## src/rtl/spram_rd_streamer.sv

```systemverilog
// Read-side sequencer for a single-port SRAM: turns a (base, length) command into sequential
// reads, absorbs the fixed read latency and presents the words on a valid/ready stream.
module spram_rd_streamer #(
    parameter int DW         = 64,
    parameter int AW         = 8,
    parameter int DEPTH      = 256,
    parameter int N_DELAY    = 1,
    parameter int FIFO_DEPTH = 4
) (
    input  logic          clk,
    input  logic          rstn,
    input  logic          cmd_valid,
    output logic          cmd_ready,
    input  logic [AW-1:0] cmd_base,
    input  logic [AW:0]   cmd_len,
    output logic          mem_cs,
    output logic          mem_we,
    output logic [AW-1:0] mem_addr,
    input  logic [DW-1:0] mem_rdata,
    output logic          m_valid,
    input  logic          m_ready,
    output logic [DW-1:0] m_data,
    output logic          m_last,
    output logic          busy,
    output logic          done
);

    localparam int CW = $clog2(FIFO_DEPTH + 1);
    localparam int PW = (FIFO_DEPTH > 1) ? $clog2(FIFO_DEPTH) : 1;
    localparam int IW = $clog2(N_DELAY + 1);

    typedef enum logic [1:0] {
        S_IDLE,
        S_RUN,
        S_FLUSH,
        S_DONE
    } state_t;

    state_t          state_q, state_d;
    logic [AW-1:0]   addr_q, addr_d;
    logic [AW:0]     len_q, len_d;
    logic [AW:0]     issued_q, issued_d;
    logic [AW:0]     popped_q, popped_d;
    logic [N_DELAY-1:0] tracker_q, tracker_d;
    logic [PW-1:0]   wr_ptr_q, wr_ptr_d;
    logic [PW-1:0]   rd_ptr_q, rd_ptr_d;
    logic [CW-1:0]   count_q, count_d;
    logic [DW-1:0]   fifo_mem [FIFO_DEPTH];

    logic [IW-1:0]   inflight;
    logic            issue;
    logic            push;
    logic            pop;

    assign mem_we   = 1'b0;
    assign mem_addr = addr_q;
    assign m_valid  = (count_q != '0);
    assign m_data   = m_valid ? fifo_mem[rd_ptr_q] : '0;
    // The FIFO head is always word number popped_q of the command.
    assign m_last   = m_valid && (popped_q == (len_q - 1'b1));

    always_comb begin
        inflight = '0;
        for (int i = 0; i < N_DELAY; i++) begin
            inflight = inflight + IW'(tracker_q[i]);
        end
    end

    always_comb begin
        state_d   = state_q;
        addr_d    = addr_q;
        len_d     = len_q;
        issued_d  = issued_q;
        popped_d  = popped_q;
        tracker_d = tracker_q;
        wr_ptr_d  = wr_ptr_q;
        rd_ptr_d  = rd_ptr_q;
        count_d   = count_q;

        cmd_ready = (state_q == S_IDLE);
        busy      = (state_q != S_IDLE);
        done      = (state_q == S_DONE);
        mem_cs    = (state_q == S_RUN) || (state_q == S_FLUSH);

        // Credit: everything already in flight must still fit when it lands.
        issue = (state_q == S_RUN) && ((int'(count_q) + int'(inflight)) < FIFO_DEPTH);
        push  = mem_cs && tracker_q[N_DELAY-1];
        pop   = m_valid && m_ready;

        // The SRAM delay chain only advances while selected, so the tracker follows it.
        if (mem_cs) begin
            tracker_d    = tracker_q << 1;
            tracker_d[0] = issue;
        end

        if (push) begin
            wr_ptr_d = (wr_ptr_q == PW'(FIFO_DEPTH - 1)) ? '0 : wr_ptr_q + 1'b1;
        end
        if (pop) begin
            rd_ptr_d = (rd_ptr_q == PW'(FIFO_DEPTH - 1)) ? '0 : rd_ptr_q + 1'b1;
            popped_d = popped_q + 1'b1;
        end
        case ({push, pop})
            2'b10:   count_d = count_q + 1'b1;
            2'b01:   count_d = count_q - 1'b1;
            default: count_d = count_q;
        endcase

        case (state_q)
            S_IDLE: begin
                if (cmd_valid) begin
                    addr_d   = cmd_base;
                    len_d    = cmd_len;
                    issued_d = '0;
                    popped_d = '0;
                    state_d  = (cmd_len == '0) ? S_DONE : S_RUN;
                end
            end
            S_RUN: begin
                if (issue) begin
                    addr_d   = (addr_q == AW'(DEPTH - 1)) ? '0 : addr_q + 1'b1;
                    issued_d = issued_q + 1'b1;
                    if ((issued_q + 1'b1) == len_q) begin
                        state_d = S_FLUSH;
                    end
                end
            end
            S_FLUSH: begin
                if ((inflight == '0) && (count_d == '0) && (popped_d == len_q)) begin
                    state_d = S_DONE;
                end
            end
            S_DONE: begin
                state_d = S_IDLE;
            end
            default: begin
                state_d = S_IDLE;
            end
        endcase
    end

    always_ff @(posedge clk or negedge rstn) begin
        if (!rstn) begin
            state_q   <= S_IDLE;
            addr_q    <= '0;
            len_q     <= '0;
            issued_q  <= '0;
            popped_q  <= '0;
            tracker_q <= '0;
            wr_ptr_q  <= '0;
            rd_ptr_q  <= '0;
            count_q   <= '0;
        end else begin
            state_q   <= state_d;
            addr_q    <= addr_d;
            len_q     <= len_d;
            issued_q  <= issued_d;
            popped_q  <= popped_d;
            tracker_q <= tracker_d;
            wr_ptr_q  <= wr_ptr_d;
            rd_ptr_q  <= rd_ptr_d;
            count_q   <= count_d;
        end
    end

    // Storage needs no reset: an entry is only visible once count_q covers it.
    always_ff @(posedge clk) begin
        if (push) begin
            fifo_mem[wr_ptr_q] <= mem_rdata;
        end
    end

endmodule
```

## config.mk

```make
export PLATFORM = sky130hd
export DESIGN_NAME = spram_rd_streamer
export DESIGN_NICKNAME = d
export VERILOG_FILES = /design/src/rtl/spram_rd_streamer.sv
export SDC_FILE = /design/constraint.sdc
export NUM_CORES = 1
export LEC_CHECK = 0
export ABC_CLOCK_PERIOD_IN_PS = 5140
export BUFFER_PORTS_ARGS = -buffer_cell sky130_fd_sc_hd__buf_2
export CORE_MARGIN = 2
export CORE_UTILIZATION = 54
export DETAILED_ROUTE_END_ITERATION = 12
export PLACE_DENSITY = 0.75
export SYNTH_ARGS = -nofsm -noshare
export SYNTH_HDL_FRONTEND = slang
export SYNTH_SLANG_ARGS = --single-unit
```

## constraint.sdc

```tcl
create_clock -name clk -period 5.14 [get_ports clk]
set_clock_uncertainty 0.1 [all_clocks]
set_input_delay 1.028 -clock clk [delete_from_list [all_inputs] [get_ports clk]]
set_output_delay 1.028 -clock clk [all_outputs]
set_load 0.005 [all_outputs]
```

==> qor.csv <==
stage;metric;value;unit
floorplan;Die X;158;um
setup_path;Critical Path Sink Type;output port;
logic_synthesis;number of synthesized flops with an enable pin;256;
logic_synthesis;Synth Warn #;0;
sta;max-slew violations;0;
routing;DRC Markers;0;
sta;Final Hold Fails;0;
grt;global-route usage over all layers;0.204;
sta;fmax;258;MHz
setup_path;CP peak stage delay;0.94;ns
clocking;TritonCTS clock tree;built;
power_and_ir_drop;Design Power;7890;uW
setup_path;Crit Path Max Fanout;39;
placed_design;Final HPWL DP;15500;um
floorplan;# IOs;164;
run;# Max-Cap Violations;0;
power_and_ir_drop;Flop pwr share;0.420;
routing;DRT iter0 DRCs;398;
setup_path;reg2reg path depth;13;
layout;Area Overhead vs Synth;16.4;%
clocking;CTS H-tree depth;1;
power_and_ir_drop;Max IR drop VDD;0.000296;V
routing;drt pass-1 iters;5;
logic_synthesis;sequential-to-total area share from yosys stat;0.690;
clocking;hold_buf cts;0;
clocking;clock sink count;301;
placed_design;Placed Area;13900;sq um
power_and_ir_drop;switching share of power;0.310;
setup_path;Worst path depth;4;
floorplan;FP Rows;56;
min_path;worst hold start;issued_q[8];
power_and_ir_drop;Clock Power Share;0.260;
setup_path;CP startpoint;rd_ptr_q[0];
clocking;Num CTS Buffers;30;
power_and_ir_drop;PD cells;530;nW/um^2
logic_synthesis;Syn Inst Count;771;
grt;initial antenna violation count;3;
setup_path;Critical R2R Launch;count_q[0];
power_and_ir_drop;Lkg Pwr;0.00540;uW
clocking;worst skew pair latency;0.55;ns
sta;Slew headroom;0.289;
clocking;setup bufs post-CTS;0;
setup_path;Worst path top cell family by delay;flip-flops;
routing;via count;7102;
setup_path;WP data arrival;2.74;ns
clocking;CTS max path bufs;3;
floorplan;total die area;24900;sq um
outcome;status;complete, no violations;
layout;Core Util, Final;0.638;
setup_path;CP bufs+invs;2;
power_and_ir_drop;combinational share of power;0.319;
sta;Final setup viols;0;
routing;vias per std cell;5.54;
setup_path;Critical Setup Path Class;register to output port;
grt;final global-route overflow total;0;
grt;first-pass GRT wire length;39000;um
layout;share of post-route cells with drive strength above 1;0.307;
setup_path;startpoint types;register;
clocking;clk slew on worst S/H paths;0.06;ns
floorplan;Initial Util;0.548;
power_and_ir_drop;Pint;5440;uW
logic_synthesis;Synth Flop Type;edfxtp_1;
routing;antenna viol nets, final;0;
logic_synthesis;Mapped Area;12800;sq um
logic_synthesis;FFs w/ async S/R, synth;0.150;
routing;WL final;24800;um
logic_synthesis;number of synthesized register bits;301;
logic_synthesis;post-synth cell types;66;
layout;Final Cell Area;14900;sq um
grt;largest net degree at the start of global routing;70;
layout;Layout Nets;1037;
setup_path;worst path required time;4.01;ns
clocking;clock root buffer;clkbuf_16;
sta;Tcrit/Tclk final;0.753;
grt;vias in the first global route;7178;
sta;hold slack;0.442;ns
min_path;Hold Crit Depth;1;
sta;Worst Max-Slew Pin Slew;1.07;ns
floorplan;Die H;158;um
setup_path;slowest stage cell, crit path;dfrtp_4;
min_path;Hold Path Class;register to register;
sta;Tmin final;3.87;ns
placed_design;IO buf count;162;
placed_design;GP Congestion;0.828;
sta;RSZ-0062 raised after global routing;no;
logic_synthesis;mean post-synth cell area;16.6;sq um
setup_path;CP cell instances;buf_4, mux4_2, and2_1, buf_2;
power_and_ir_drop;switching power;2450;uW
routing;WL/cell;19.3;um
logic_synthesis;Net Count, Synth;871;
floorplan;core area;23300;sq um
sta;Setup TNS Final;0;ns
clocking;Resized Gates After CTS;0;
[logic make-up after synthesis]
kind of cell / share of synthesized area
mux: 0.119
other cells: 0.000293
buf+inv: 0.0189
flops: 0.690
fa+ha+maj: 0.0153
simple gates: 0.0931
compound gates: 0.0377
xor+xnor: 0.0267
[placed cells by master (no fill, tap or decap), types with 4 or more instances in the layout]
cell type / Yosys / routed
and3_2: 0 / 4
nand2b_1: 7 / 7
xnor2_1: 26 / 26
clkbuf_1: 25 / 5
nor2_1: 27 / 27
o21ai_0: 24 / 24
buf_4: 3 / 11
nor4_1: 5 / 5
nand4_1: 4 / 4
clkinv_1: 0 / 10
ha_1: 14 / 14
nor2b_1: 4 / 4
clkbuf_16: 0 / 30
nand3_1: 15 / 15
inv_1: 15 / 15
a21oi_1: 9 / 9
clkinv_2: 0 / 4
dfrtp_1: 45 / 43
mux4_2: 64 / 64
nand2_1: 43 / 43
and3_1: 14 / 10
nor3_1: 10 / 10
xor2_1: 13 / 13
mux2i_1: 4 / 4
edfxtp_1: 256 / 256
buf_2: 6 / 162
and2_1: 66 / 66
[area by class of cell]
type | instances | area [sq um]
Timing Repair Buffer | 174 | 913
Multi-Input combinational cell | 414 | 3730
Tap cell | 319 | 399
Clock inverter | 21 | 179
Inverter | 16 | 65.1
Sequential cell | 301 | 8820
Clock buffer | 35 | 769
Antenna cell | 2 | 5.00
Fill cell | 1697 | 8450
[per-layer routing]
layer	track usage	up-vias	share of wire
met5	0	-	0.0011
met4	0.0450	4	0.017
met3	0.0495	32	0.066
met2	0.337	195	0.49
met1	0.278	3567	0.43
li1	-	3304	-
[synth_stat cells (4+ instances only)]
| cell | instances | area share |
|---|---|---|
| clkbuf_1 | 25 | 0.0073 |
| buf_1 | 5 | 0.0015 |
| nor4_1 | 5 | 0.0024 |
| nand4_1 | 4 | 0.0020 |
| edfxtp_1 | 256 | 0.60 |
| mux4_2 | 64 | 0.11 |
| nor2_1 | 27 | 0.0079 |
| and3_1 | 14 | 0.0069 |
| nand2b_1 | 7 | 0.0034 |
| buf_2 | 6 | 0.0023 |
| xor2_1 | 13 | 0.0089 |
| o21ai_0 | 24 | 0.0094 |
| nor3_1 | 10 | 0.0039 |
| inv_1 | 15 | 0.0044 |
| nor2b_1 | 4 | 0.0020 |
| a21oi_1 | 9 | 0.0035 |
| mux2i_1 | 4 | 0.0031 |
| xnor2_1 | 26 | 0.018 |
| ha_1 | 14 | 0.014 |
| nand3_1 | 15 | 0.0059 |
| and2_1 | 66 | 0.032 |
| dfrtp_1 | 45 | 0.088 |
| nand2_1 | 43 | 0.013 |
[stage by stage]
step,worst slack [ns],instances
6_report,1.27,1282
3_3_place_gp,1.41,1224
3_5_place_dp,1.27,1224
2_1_floorplan,1.78,771
4_1_cts,1.18,1280
5_1_grt,1.02,1280
[power groups by stage]
| stage | logic [uW] | registers (uW) | clock network, uW |
|---|---|---|---|
| floorplan | 1890 | 3120 | 0 |
| global placement | 2520 | 3360 | 0 |
| detailed placement | 2540 | 3370 | 0 |
| CTS | 2560 | 3330 | 2090 |
| global route | 2780 | 3370 | 2200 |
| finish | 2520 | 3320 | 2050 |
[registers in the layout (all words and copies together) (netlist names)]
signal     cells
count_q        3
fifo_mem     256
issued_q       9
len_q          9
mem_addr       8
popped_q       9
rd_ptr_q       2
state_q        2
tracker_q      1
wr_ptr_q       2
[path summary, 6_finish.rpt]
| check | to | slack (ns) |
|---|---|---|
| worst max-delay path | m_data[52] | 1.27 |
| worst min-delay path | issued_q[8] | 0.44 |
| worst max register to register | state_q[1] | 1.35 |
| worst min register to register | issued_q[8] | 0.44 |
| max in group asynchronous | rd_ptr_q[0] | 3.57 |
| min in group asynchronous | len_q[6] | 0.57 |
(Power assumes the default switching activity.)
